==> src/rtl/elevator_request_scheduler.sv <==
// ============================================================================
// elevator_request_scheduler: LOOK-policy floor-call scheduler with door dwell
// Rev 1.0
// ============================================================================
`default_nettype none

module elevator_request_scheduler #(
  parameter int          NUM_FLOORS = 10,
  parameter logic [31:0] DOOR_TICKS = 32'd20000000
) (
  input  logic                  clk,
  input  logic                  rst_n,
  input  logic [NUM_FLOORS-1:0] call_req,
  input  logic [3:0]            current_floor,
  input  logic                  car_idle,
  output logic [3:0]            target_floor,
  output logic [NUM_FLOORS-1:0] pending,
  output logic                  door_open,
  output logic                  dir_up,
  output logic                  busy
);

  typedef enum logic [1:0] {
    S_IDLE     = 2'd0,
    S_DISPATCH = 2'd1,
    S_TRAVEL   = 2'd2,
    S_DOOR     = 2'd3
  } state_t;

  state_t                r_state, w_state_nxt;
  logic [NUM_FLOORS-1:0] r_pending, w_pending_nxt;
  logic [NUM_FLOORS-1:0] w_cf_mask, w_set, w_clr;
  logic [3:0]            r_target, w_target_nxt;
  logic                  r_door_open, w_door_nxt;
  logic                  r_dir_up, w_dir_nxt;
  logic                  r_busy;
  logic [31:0]           r_count, w_count_nxt;
  logic                  w_above_found, w_below_found;
  logic [3:0]            w_above_idx, w_below_idx;
  logic                  w_at_call, w_reopen;

  // One-hot of the car position; all zero when the car reports an unserved floor
  always_comb begin
    w_cf_mask = '0;
    for (int i = 0; i < NUM_FLOORS; i++) begin
      w_cf_mask[i] = (current_floor == 4'(i));
    end
  end

  // Nearest pending call above (lowest index) and below (highest index)
  always_comb begin
    w_above_found = 1'b0;
    w_above_idx   = 4'd0;
    w_below_found = 1'b0;
    w_below_idx   = 4'd0;
    for (int i = NUM_FLOORS - 1; i >= 0; i--) begin
      if (r_pending[i] && (4'(i) > current_floor)) begin
        w_above_found = 1'b1;
        w_above_idx   = 4'(i);
      end
    end
    for (int i = 0; i < NUM_FLOORS; i++) begin
      if (r_pending[i] && (4'(i) < current_floor)) begin
        w_below_found = 1'b1;
        w_below_idx   = 4'(i);
      end
    end
  end

  assign w_at_call = |(r_pending & w_cf_mask);
  assign w_reopen  = (r_state == S_DOOR) && (|(call_req & w_cf_mask));
  // A press at the floor whose doors are open reopens them instead of latching
  assign w_set     = call_req & ~({NUM_FLOORS{r_state == S_DOOR}} & w_cf_mask);
  assign w_pending_nxt = (r_pending | w_set) & ~w_clr;

  always_comb begin
    w_state_nxt  = r_state;
    w_target_nxt = r_target;
    w_door_nxt   = r_door_open;
    w_dir_nxt    = r_dir_up;
    w_count_nxt  = r_count;
    w_clr        = '0;
    case (r_state)
      S_IDLE: begin
        w_target_nxt = current_floor;
        if (|r_pending) w_state_nxt = S_DISPATCH;
      end
      S_DISPATCH: begin
        if (!(|r_pending)) begin
          w_state_nxt = S_IDLE;
        end else if (w_at_call) begin
          w_state_nxt  = S_DOOR;
          w_target_nxt = current_floor;
          w_door_nxt   = 1'b1;
          w_count_nxt  = 32'd0;
          w_clr        = w_cf_mask;
        end else if (r_dir_up && w_above_found) begin
          w_state_nxt  = S_TRAVEL;
          w_target_nxt = w_above_idx;
        end else if (!r_dir_up && w_below_found) begin
          w_state_nxt  = S_TRAVEL;
          w_target_nxt = w_below_idx;
        end else if (r_dir_up) begin
          w_state_nxt  = S_TRAVEL;
          w_dir_nxt    = 1'b0;
          w_target_nxt = w_below_idx;
        end else begin
          w_state_nxt  = S_TRAVEL;
          w_dir_nxt    = 1'b1;
          w_target_nxt = w_above_idx;
        end
      end
      S_TRAVEL: begin
        if ((current_floor == r_target) && car_idle) begin
          w_state_nxt = S_DOOR;
          w_door_nxt  = 1'b1;
          w_count_nxt = 32'd0;
          w_clr       = w_cf_mask;
        end else if ((r_target > current_floor) && w_above_found &&
                     (w_above_idx < r_target)) begin
          w_target_nxt = w_above_idx;
        end else if ((r_target < current_floor) && w_below_found &&
                     (w_below_idx > r_target)) begin
          w_target_nxt = w_below_idx;
        end
      end
      S_DOOR: begin
        if (w_reopen) begin
          w_count_nxt = 32'd0;
        end else if (r_count >= (DOOR_TICKS - 32'd1)) begin
          w_door_nxt  = 1'b0;
          w_state_nxt = (|r_pending) ? S_DISPATCH : S_IDLE;
        end else begin
          w_count_nxt = r_count + 32'd1;
        end
      end
      default: w_state_nxt = S_IDLE;
    endcase
  end

  always_ff @(posedge clk or negedge rst_n) begin
    if (!rst_n) r_state <= S_IDLE;
    else        r_state <= w_state_nxt;
  end

  always_ff @(posedge clk or negedge rst_n) begin
    if (!rst_n) begin
      r_pending   <= '0;
      r_target    <= 4'd0;
      r_door_open <= 1'b0;
      r_dir_up    <= 1'b1;
      r_count     <= 32'd0;
      r_busy      <= 1'b0;
    end else begin
      r_pending   <= w_pending_nxt;
      r_target    <= w_target_nxt;
      r_door_open <= w_door_nxt;
      r_dir_up    <= w_dir_nxt;
      r_count     <= w_count_nxt;
      r_busy      <= (w_state_nxt != S_IDLE);
    end
  end

  assign target_floor = r_target;
  assign pending      = r_pending;
  assign door_open    = r_door_open;
  assign dir_up       = r_dir_up;
  assign busy         = r_busy;

endmodule

`default_nettype wire
==> config.mk <==
export PLATFORM = sky130hd
export DESIGN_NAME = elevator_request_scheduler
export DESIGN_NICKNAME = d
export VERILOG_FILES = /design/src/rtl/elevator_request_scheduler.sv
export SDC_FILE = /design/constraint.sdc
export NUM_CORES = 1
export LEC_CHECK = 0
export BUFFER_PORTS_ARGS = -buffer_cell sky130_fd_sc_hd__buf_2
export CAP_MARGIN = 5
export CORE_MARGIN = 8
export CORE_UTILIZATION = 45
export CTS_CLUSTER_SIZE = 16
export DETAILED_ROUTE_END_ITERATION = 7
export GPL_TIMING_DRIVEN = 0
export PLACE_DENSITY_LB_ADDON = 0.1
export RECOVER_POWER = 50
export SLEW_MARGIN = 0
export SYNTH_ARGS = -nofsm -noshare
export SYNTH_HDL_FRONTEND = slang
export SYNTH_SLANG_ARGS = --single-unit
==> constraint.sdc <==
create_clock -name clk -period 3.1 [get_ports clk]
set_input_delay 0.31 -clock clk [delete_from_list [all_inputs] [get_ports clk]]
set_output_delay 0.31 -clock clk [all_outputs]
set_load 0.01 [all_outputs]
==> impl_metrics.env, run 1 <==
export IMPL_grt_max_degree=52
export IMPL_ys_seq_area_share_pct=33.2
export IMPL_violations="negative setup slack"
export IMPL_fmax_mhz=319
export IMPL_wirelength_um=11400
export IMPL_synth_top_area_share_pct=32.5
export IMPL_synthMuxAreaShare_pct=3.64
export IMPL_io_buffers=33
export IMPL_wl_per_cell_um=18.5
export IMPL_drt_vias_per_instance=5.97
export IMPL_grt_ovfl_total=0
export IMPL_synth_top_family_by_area="simple AND/OR/NAND/NOR gates"
export IMPL_die_w_um=109
export IMPL_pre_cts_ws_ns=-0.618
export IMPL_start_util_pct=46.6
export IMPL_synth_common_cells="50 x dfrtp_1, 50 x nor2_1, 38 x a21oi_1, 27 x nand2_1, 24 x o21ai_0"
export IMPL_drt_iter0_markers=173
export IMPL_clkLatencyLatePin_ns=0.31
export IMPL_synth_xor_area_share_pct=4.09
export IMPL_clockRootBuffer="clkbuf_8"
export IMPL_status="complete, but fails checks"
export IMPL_track_usage_pct=20.0
export IMPL_grt_pass1_vias=3826
export IMPL_rr_worst_depth=10
export IMPL_hold_violations=0
export IMPL_vias=3697
export IMPL_setup_viol=2
export IMPL_rows=33
export IMPL_powerDensity_nw_per_um2=621
export IMPL_netlist_top_cells_area="dfrtp_1 32%, ha_1 5.2%, a21oi_1 4.9%"
export IMPL_htreeDepth=2
export IMPL_maxCapViolCount=0
export IMPL_ir_drop_uv=388
export IMPL_ant_nets=0
export IMPL_startpoint_type="flop"
export IMPL_drtPass1Iterations=5
export IMPL_synth_top_area_cell="dfrtp_1"
export IMPL_p_leak_nw=1.92
export IMPL_cts_sinks=51
export IMPL_post_route_min_period_ns=3.13
export IMPL_max_slew_margin_pct=34.3
export IMPL_clockBufferDepth=2
export IMPL_syn_area_um2=3850
export IMPL_cts_tree="done"
export IMPL_synth_edf_count=0
export IMPL_ys_flop_type="dfrtp_1"
export IMPL_dieArea_um2=11800
export IMPL_slew_violations=0
export IMPL_rsz0062_at_grt="yes"
export IMPL_nets=546
export IMPL_finalCritPeriodShare_pct=101
export IMPL_grt_pass1_wl_um=18900
export IMPL_antennaDiodeCount=0
export IMPL_critical_path_required_ns=3.30
export IMPL_synth_warning_count=0
export IMPL_cp_max_fo=4
export IMPL_path_class="flop to flop"
export IMPL_stdcell_area_um2=4710
export IMPL_synth_fa_ha_area_share_pct=5.20
export IMPL_die_h_um=109
export IMPL_critPathCaptureType="flop"
export IMPL_tightest_slew_ns=0.985
export IMPL_drc=0
export IMPL_place_inst=591
export IMPL_gp_congestion=0.900
export IMPL_power_total_mw=2.93
export IMPL_skew_ns=0.0103
export IMPL_drive_gt1_share_pct=25.7
export IMPL_antenna_found_initial=0
export IMPL_area_delta_synth_final_pct=22.3
export IMPL_path_clk_slew_ns=0.10
export IMPL_stdcell_count=619
export IMPL_holdCritPathClass="input port to flop"
export IMPL_syn_inst=453
export IMPL_ys_ff_latch=51
export IMPL_dpl_instance_area_um2=4240
export IMPL_worst_slack_ns=-0.0326
export IMPL_cp_arrival_ns=3.33
export IMPL_synth_compound_area_share_pct=20.9
export IMPL_synth_simple_area_share_pct=27.3
export IMPL_hpwl_um=8120
export IMPL_async_reset_ff_share_pct=100
export IMPL_ys_types=79
export IMPL_numCtsBuffers=5
export IMPL_syn_nets=486
export IMPL_hold_depth=2
export IMPL_core_um2=8260
export IMPL_io_pins=34
export IMPL_setup_tns_ns=-0.0348
export IMPL_post_synth_cell_area_avg_um2=8.50
[layout make-up]
| cell class | instances | area [µm²] |
|---|---|---|
| clock buffer | 6 | 82.6 |
| inverter | 19 | 75.1 |
| fill | 773 | 3550 |
| sequential | 51 | 1280 |
| tap | 105 | 131 |
| timing repair buffer | 55 | 332 |
| multi-input combinational | 359 | 2610 |
| buffer | 22 | 174 |
| clock inverter | 2 | 16.3 |
[what timing repair did]
action / in CTS / in global routing
pin swaps: 11 / 12
buffers inserted: 13 / 7
endpoints found under the setup margin: 4 / 4
resized for setup: 22 / 27
hold buffers: 0 / 1
hold endpoints to repair: 0 / 18
[worst max-delay path, stage by stage, from the launching register on]
cell and delay, ns:
dfrtp_2 0.38, or3b_4 0.41, a41oi_4 0.22, and2_4 0.21
ha_4 0.21, a21o_1 0.18, a2111oi_4 0.35, o2111a_2 0.31
mux2_4 0.33, a2111oi_4 0.36, a211oi_2 0.06
[through the flow]
| step | hold slack, ns | util [%] |
|---|---|---|
| after floorplan | 0.0144 | - |
| after global placement | 0.481 | 51.4 |
| after detailed placement | 0.489 | 51.4 |
| after CTS | 0.243 | 54.7 |
| after global routing | 0.242 | 57.0 |
| final | 0.256 | 57.0 |
[per-layer routing]
metal | vias to the layer above | GRT usage, % | share of wire, %
met5 | - | 0 | 0
met4 | 0 | 8.50 | 2.9
met3 | 27 | 2.38 | 3.6
met2 | 98 | 33.6 | 49
met1 | 1805 | 25.2 | 44
li1 | 1767 | - | -
[where the power goes]
part	switching [mW]	internal, mW	leakage [nW]	total, mW
registers	0.0729	0.731	0.635	0.804
clock network	0.240	0.183	0.0474	0.423
logic	1.00	0.694	1.24	1.70
total	1.32	1.61	1.92	2.93
[placed cells by master, fill, tap and decap left out, types with 3 or more instances in the layout]
cell type and count:
nor4_1 4, nand3_1 22, buf_6 8, nand3b_1 5
nand4_1 6, buf_4 20, nor2b_1 12, and3_1 4
mux2i_1 7, a21oi_2 6, a31oi_1 8, clkbuf_1 14
nand2b_1 5, inv_1 18, a2111oi_4 3, or3_1 5
clkbuf_8 6, and4_1 3, a21o_1 4, and2_1 3
nor2_1 47, nand2_1 27, or2_2 4, dfrtp_1 44
buf_8 3, nor3_1 20, xnor2_1 16, ha_1 13
dfrtp_2 6, a21oi_1 33, a211oi_2 3, buf_2 29
o21ai_0 22
[worst paths after layout]
kind / startpoint / endpoint / slack [ns]
worst max-delay path: pending[5]$_DFF_PN0_ / target_floor[2]$_DFFE_PN0P_ / -0.03
worst min-delay path: call_req[9] / pending[9]$_DFF_PN0_ / 0.26
worst max register to register: pending[5]$_DFF_PN0_ / target_floor[2]$_DFFE_PN0P_ / -0.03
worst min register to register: r_count[30]$_DFFE_PN0P_ / r_count[30]$_DFFE_PN0P_ / 0.51
max in group asynchronous: rst_n / r_count[15]$_DFFE_PN0P_ / 1.01
min in group asynchronous: rst_n / r_count[4]$_DFFE_PN0P_ / 0.67
[kinds of logic (layout without fill, tap and decap cells)]
logic type | Yosys count | count (layout)
compound gates | 118 | 118
xor+xnor | 18 | 18
fa+ha+maj | 16 | 16
buf+inv | 43 | 104
flops | 51 | 51
mux | 12 | 12
simple gates | 195 | 195
[state kept, by name (all words and copies together) (netlist names)]
register      count
busy              1
dir_up            1
door_open         1
pending          10
r_count          32
r_state           2
target_floor      4
Power figures use the tool's default switching activity.
==> run 2, diff against run 1 <==
--- a/config.mk
+++ b/config.mk
@@ -5,6 +5,7 @@
 export SDC_FILE = /design/constraint.sdc
 export NUM_CORES = 1
 export LEC_CHECK = 0
+export ABC_CLOCK_PERIOD_IN_PS = 3100
 export BUFFER_PORTS_ARGS = -buffer_cell sky130_fd_sc_hd__buf_2
 export CAP_MARGIN = 5
 export CORE_MARGIN = 8
==> constraint.sdc (replaced) <==
create_clock -name clk -period 3.1 [get_ports clk]
set_input_delay 0.31 -clock clk [delete_from_list [all_inputs] [get_ports clk]]
set_output_delay 0.31 -clock clk [all_outputs]
set_load 0.005 [all_outputs]
==> run 2 against run 1 <==
Net effect:
- the flow finishes with violations (max-capacitance violations, max-slew violations)
- clock skew down 0.0069 ns
- global-route usage shrank 0.75 points
- sequential share of layout area about the same
- setup slack better by 0.041 ns
- via count grew 0.51%
- clock-buffer cell count did not move
- combinational power fell by 7%
- cell count grew 0.65%
- critical endpoint unchanged
==> impl_metrics.env, run 2 (synthesis results as in run 1) <==
export IMPL_status="complete, but fails checks"
export IMPL_violations="max-capacitance violations, max-slew violations"
export IMPL_io_pins=34
export IMPL_holdCritPathClass="input port to asynchronous set/reset pin"
export IMPL_powerDensity_nw_per_um2=596
export IMPL_finalCritPeriodShare_pct=99.7
export IMPL_drc=0
export IMPL_htreeDepth=2
export IMPL_grt_pass1_vias=3661
export IMPL_rr_worst_depth=10
export IMPL_skew_ns=0.00334
export IMPL_top_register="r_count"
export IMPL_die_h_um=109
export IMPL_layout_common_cells="49 x nor2_1, 45 x dfrtp_1, 33 x a21oi_1"
export IMPL_drtPass1Iterations=5
export IMPL_drt_vias_per_instance=5.96
export IMPL_hpwl_um=8000
export IMPL_nets=550
export IMPL_worst_slack_ns=0.00811
export IMPL_vias=3716
export IMPL_maxCapViolCount=1
export IMPL_regArea_um2=1280
export IMPL_wl_per_cell_um=18.3
export IMPL_stdcell_area_um2=4700
export IMPL_cts_sinks=51
export IMPL_tightest_slew_ns=1.54
export IMPL_cp_max_fo=4
export IMPL_p_comb_share_pct=56.4
export IMPL_die_w_um=109
export IMPL_area_delta_synth_final_pct=22.2
export IMPL_power_total_mw=2.80
export IMPL_wirelength_um=11400
export IMPL_p_leak_nw=1.94
export IMPL_rsz0062_at_grt="yes"
export IMPL_cts_tree="done"
export IMPL_layout_commonest_cell="nor2_1"
export IMPL_slew_violations=29
export IMPL_switching_share_pct=44.9
export IMPL_p_int_mw=1.54
export IMPL_fmax_mhz=323
export IMPL_grt_max_degree=52
export IMPL_power_frac_seq_pct=28.5
export IMPL_critical_path_required_ns=3.29
export IMPL_p_clk_share_pct=15.0
export IMPL_track_usage_pct=19.2
export IMPL_antennaDiodeCount=0
export IMPL_ir_drop_uv=344
export IMPL_numCtsBuffers=5
export IMPL_hold_violations=0
export IMPL_post_route_min_period_ns=3.09
export IMPL_clockRootBuffer="clkbuf_8"
export IMPL_ant_nets=0
export IMPL_dpl_instance_area_um2=4240
export IMPL_core_um2=8260
export IMPL_max_slew_margin_pct=-2.35
export IMPL_gp_congestion=0.923
export IMPL_io_buffers=33
export IMPL_start_util_pct=46.6
export IMPL_drive_gt1_share_pct=25.7
export IMPL_cp_arrival_ns=3.28
export IMPL_antenna_found_initial=0
export IMPL_clockBufferDepth=2
export IMPL_largest_reg_flops=32
export IMPL_grt_pass1_wl_um=18100
export IMPL_clkLatencyLatePin_ns=0.31
export IMPL_n_fill_cell=775
export IMPL_grt_ovfl_total=0
export IMPL_drt_iter0_markers=228
export IMPL_setup_viol=0
export IMPL_multi_input_area_um2=2590
export IMPL_pre_cts_ws_ns=-0.638
export IMPL_startpoint_type="flop"
export IMPL_dieArea_um2=11800
export IMPL_rows=33
export IMPL_power_switching_mw=1.26
export IMPL_path_clk_slew_ns=0.10
export IMPL_critPathCaptureType="flop"
export IMPL_path_class="flop to flop"
[run 2: cell types whose count changed in the layout (fill, tap and decap cells not counted), sizes merged]
cell | previous run | this run
clkinvlp | 2 | 1
o31ai | 5 | 6
clkbuf | 22 | 19
buf | 60 | 67
inv | 18 | 19
dlygate4sd3 | 1 | 0
[run 2: stage by stage]
stage | utilization, % | hold WS (ns) | setup TNS, ns | instances
after floorplan | - | 0.0144 | -0.224 | 453
after global routing | 57.0 | 0.242 | -0.301 | 623
after detailed placement | 51.4 | 0.487 | -2.24 | 591
after global placement | 51.4 | 0.484 | -1.97 | 591
final | 57.0 | 0.239 | 0 | 623
after CTS | 54.2 | 0.237 | -0.0550 | 605
[run 2: worst max-delay path, cell delays in order (launching register included)]
cell and delay, ns:
dfrtp_2 0.39, or3b_4 0.42, a41oi_4 0.22, and2_4 0.21
ha_4 0.20, a21o_1 0.21, a2111oi_4 0.31, o2111a_2 0.31
mux2_4 0.33, a2111oi_4 0.30, a211oi_2 0.08
[run 2: power by group through the flow]
| stage | Clock (mW) | Combinational (mW) | Sequential (mW) |
|---|---|---|---|
| after global routing | 0.457 | 1.75 | 0.808 |
| final | 0.421 | 1.58 | 0.799 |
| after floorplan | 0 | 0.991 | 0.795 |
| after global placement | 0 | 1.33 | 0.804 |
| after detailed placement | 0 | 1.34 | 0.807 |
| after CTS | 0.433 | 1.45 | 0.796 |
[run 2: final timing paths]
| path | end | start | slack, ns |
|---|---|---|---|
| max in group asynchronous | pending[0]$_DFF_PN0_ | rst_n | 0.86 |
| min in group clk | pending[8]$_DFF_PN0_ | call_req[8] | 0.24 |
| worst min register to register | r_count[26]$_DFFE_PN0P_ | r_count[26]$_DFFE_PN0P_ | 0.51 |
| worst min-delay path | r_count[29]$_DFFE_PN0P_ | rst_n | 0.24 |
| worst max register to register | target_floor[2]$_DFFE_PN0P_ | pending[5]$_DFF_PN0_ | 0.008 |
| worst max-delay path | target_floor[2]$_DFFE_PN0P_ | pending[5]$_DFF_PN0_ | 0.008 |
[run 2: repair_timing]
item | 4_1_cts | 5_1_grt
gates resized for setup | 15 | 27
pin swaps | 8 | 16
buffers inserted | 7 | 17
hold buffers | 0 | 0
endpoints found under the setup margin | 4 | 4
cloned | 1 | 0
[run 2: layout make-up]
class,instances,share of cell area [%]
Timing Repair Buffer,58,7.47
Inverter,19,1.60
Clock inverter,2,0.293
Tap cell,105,2.79
Sequential cell,51,27.3
Multi-Input combinational cell,360,55.0
Clock buffer,6,1.76
Buffer,22,3.78
[run 2: per-layer routing]
layer	up-vias	GRT usage [%]	wire, µm
met4	0	6.45	289
li1	1780	-	-
met1	1779	23.5	4920
met5	-	0	0
met2	130	33.6	5570
met3	27	2.86	603
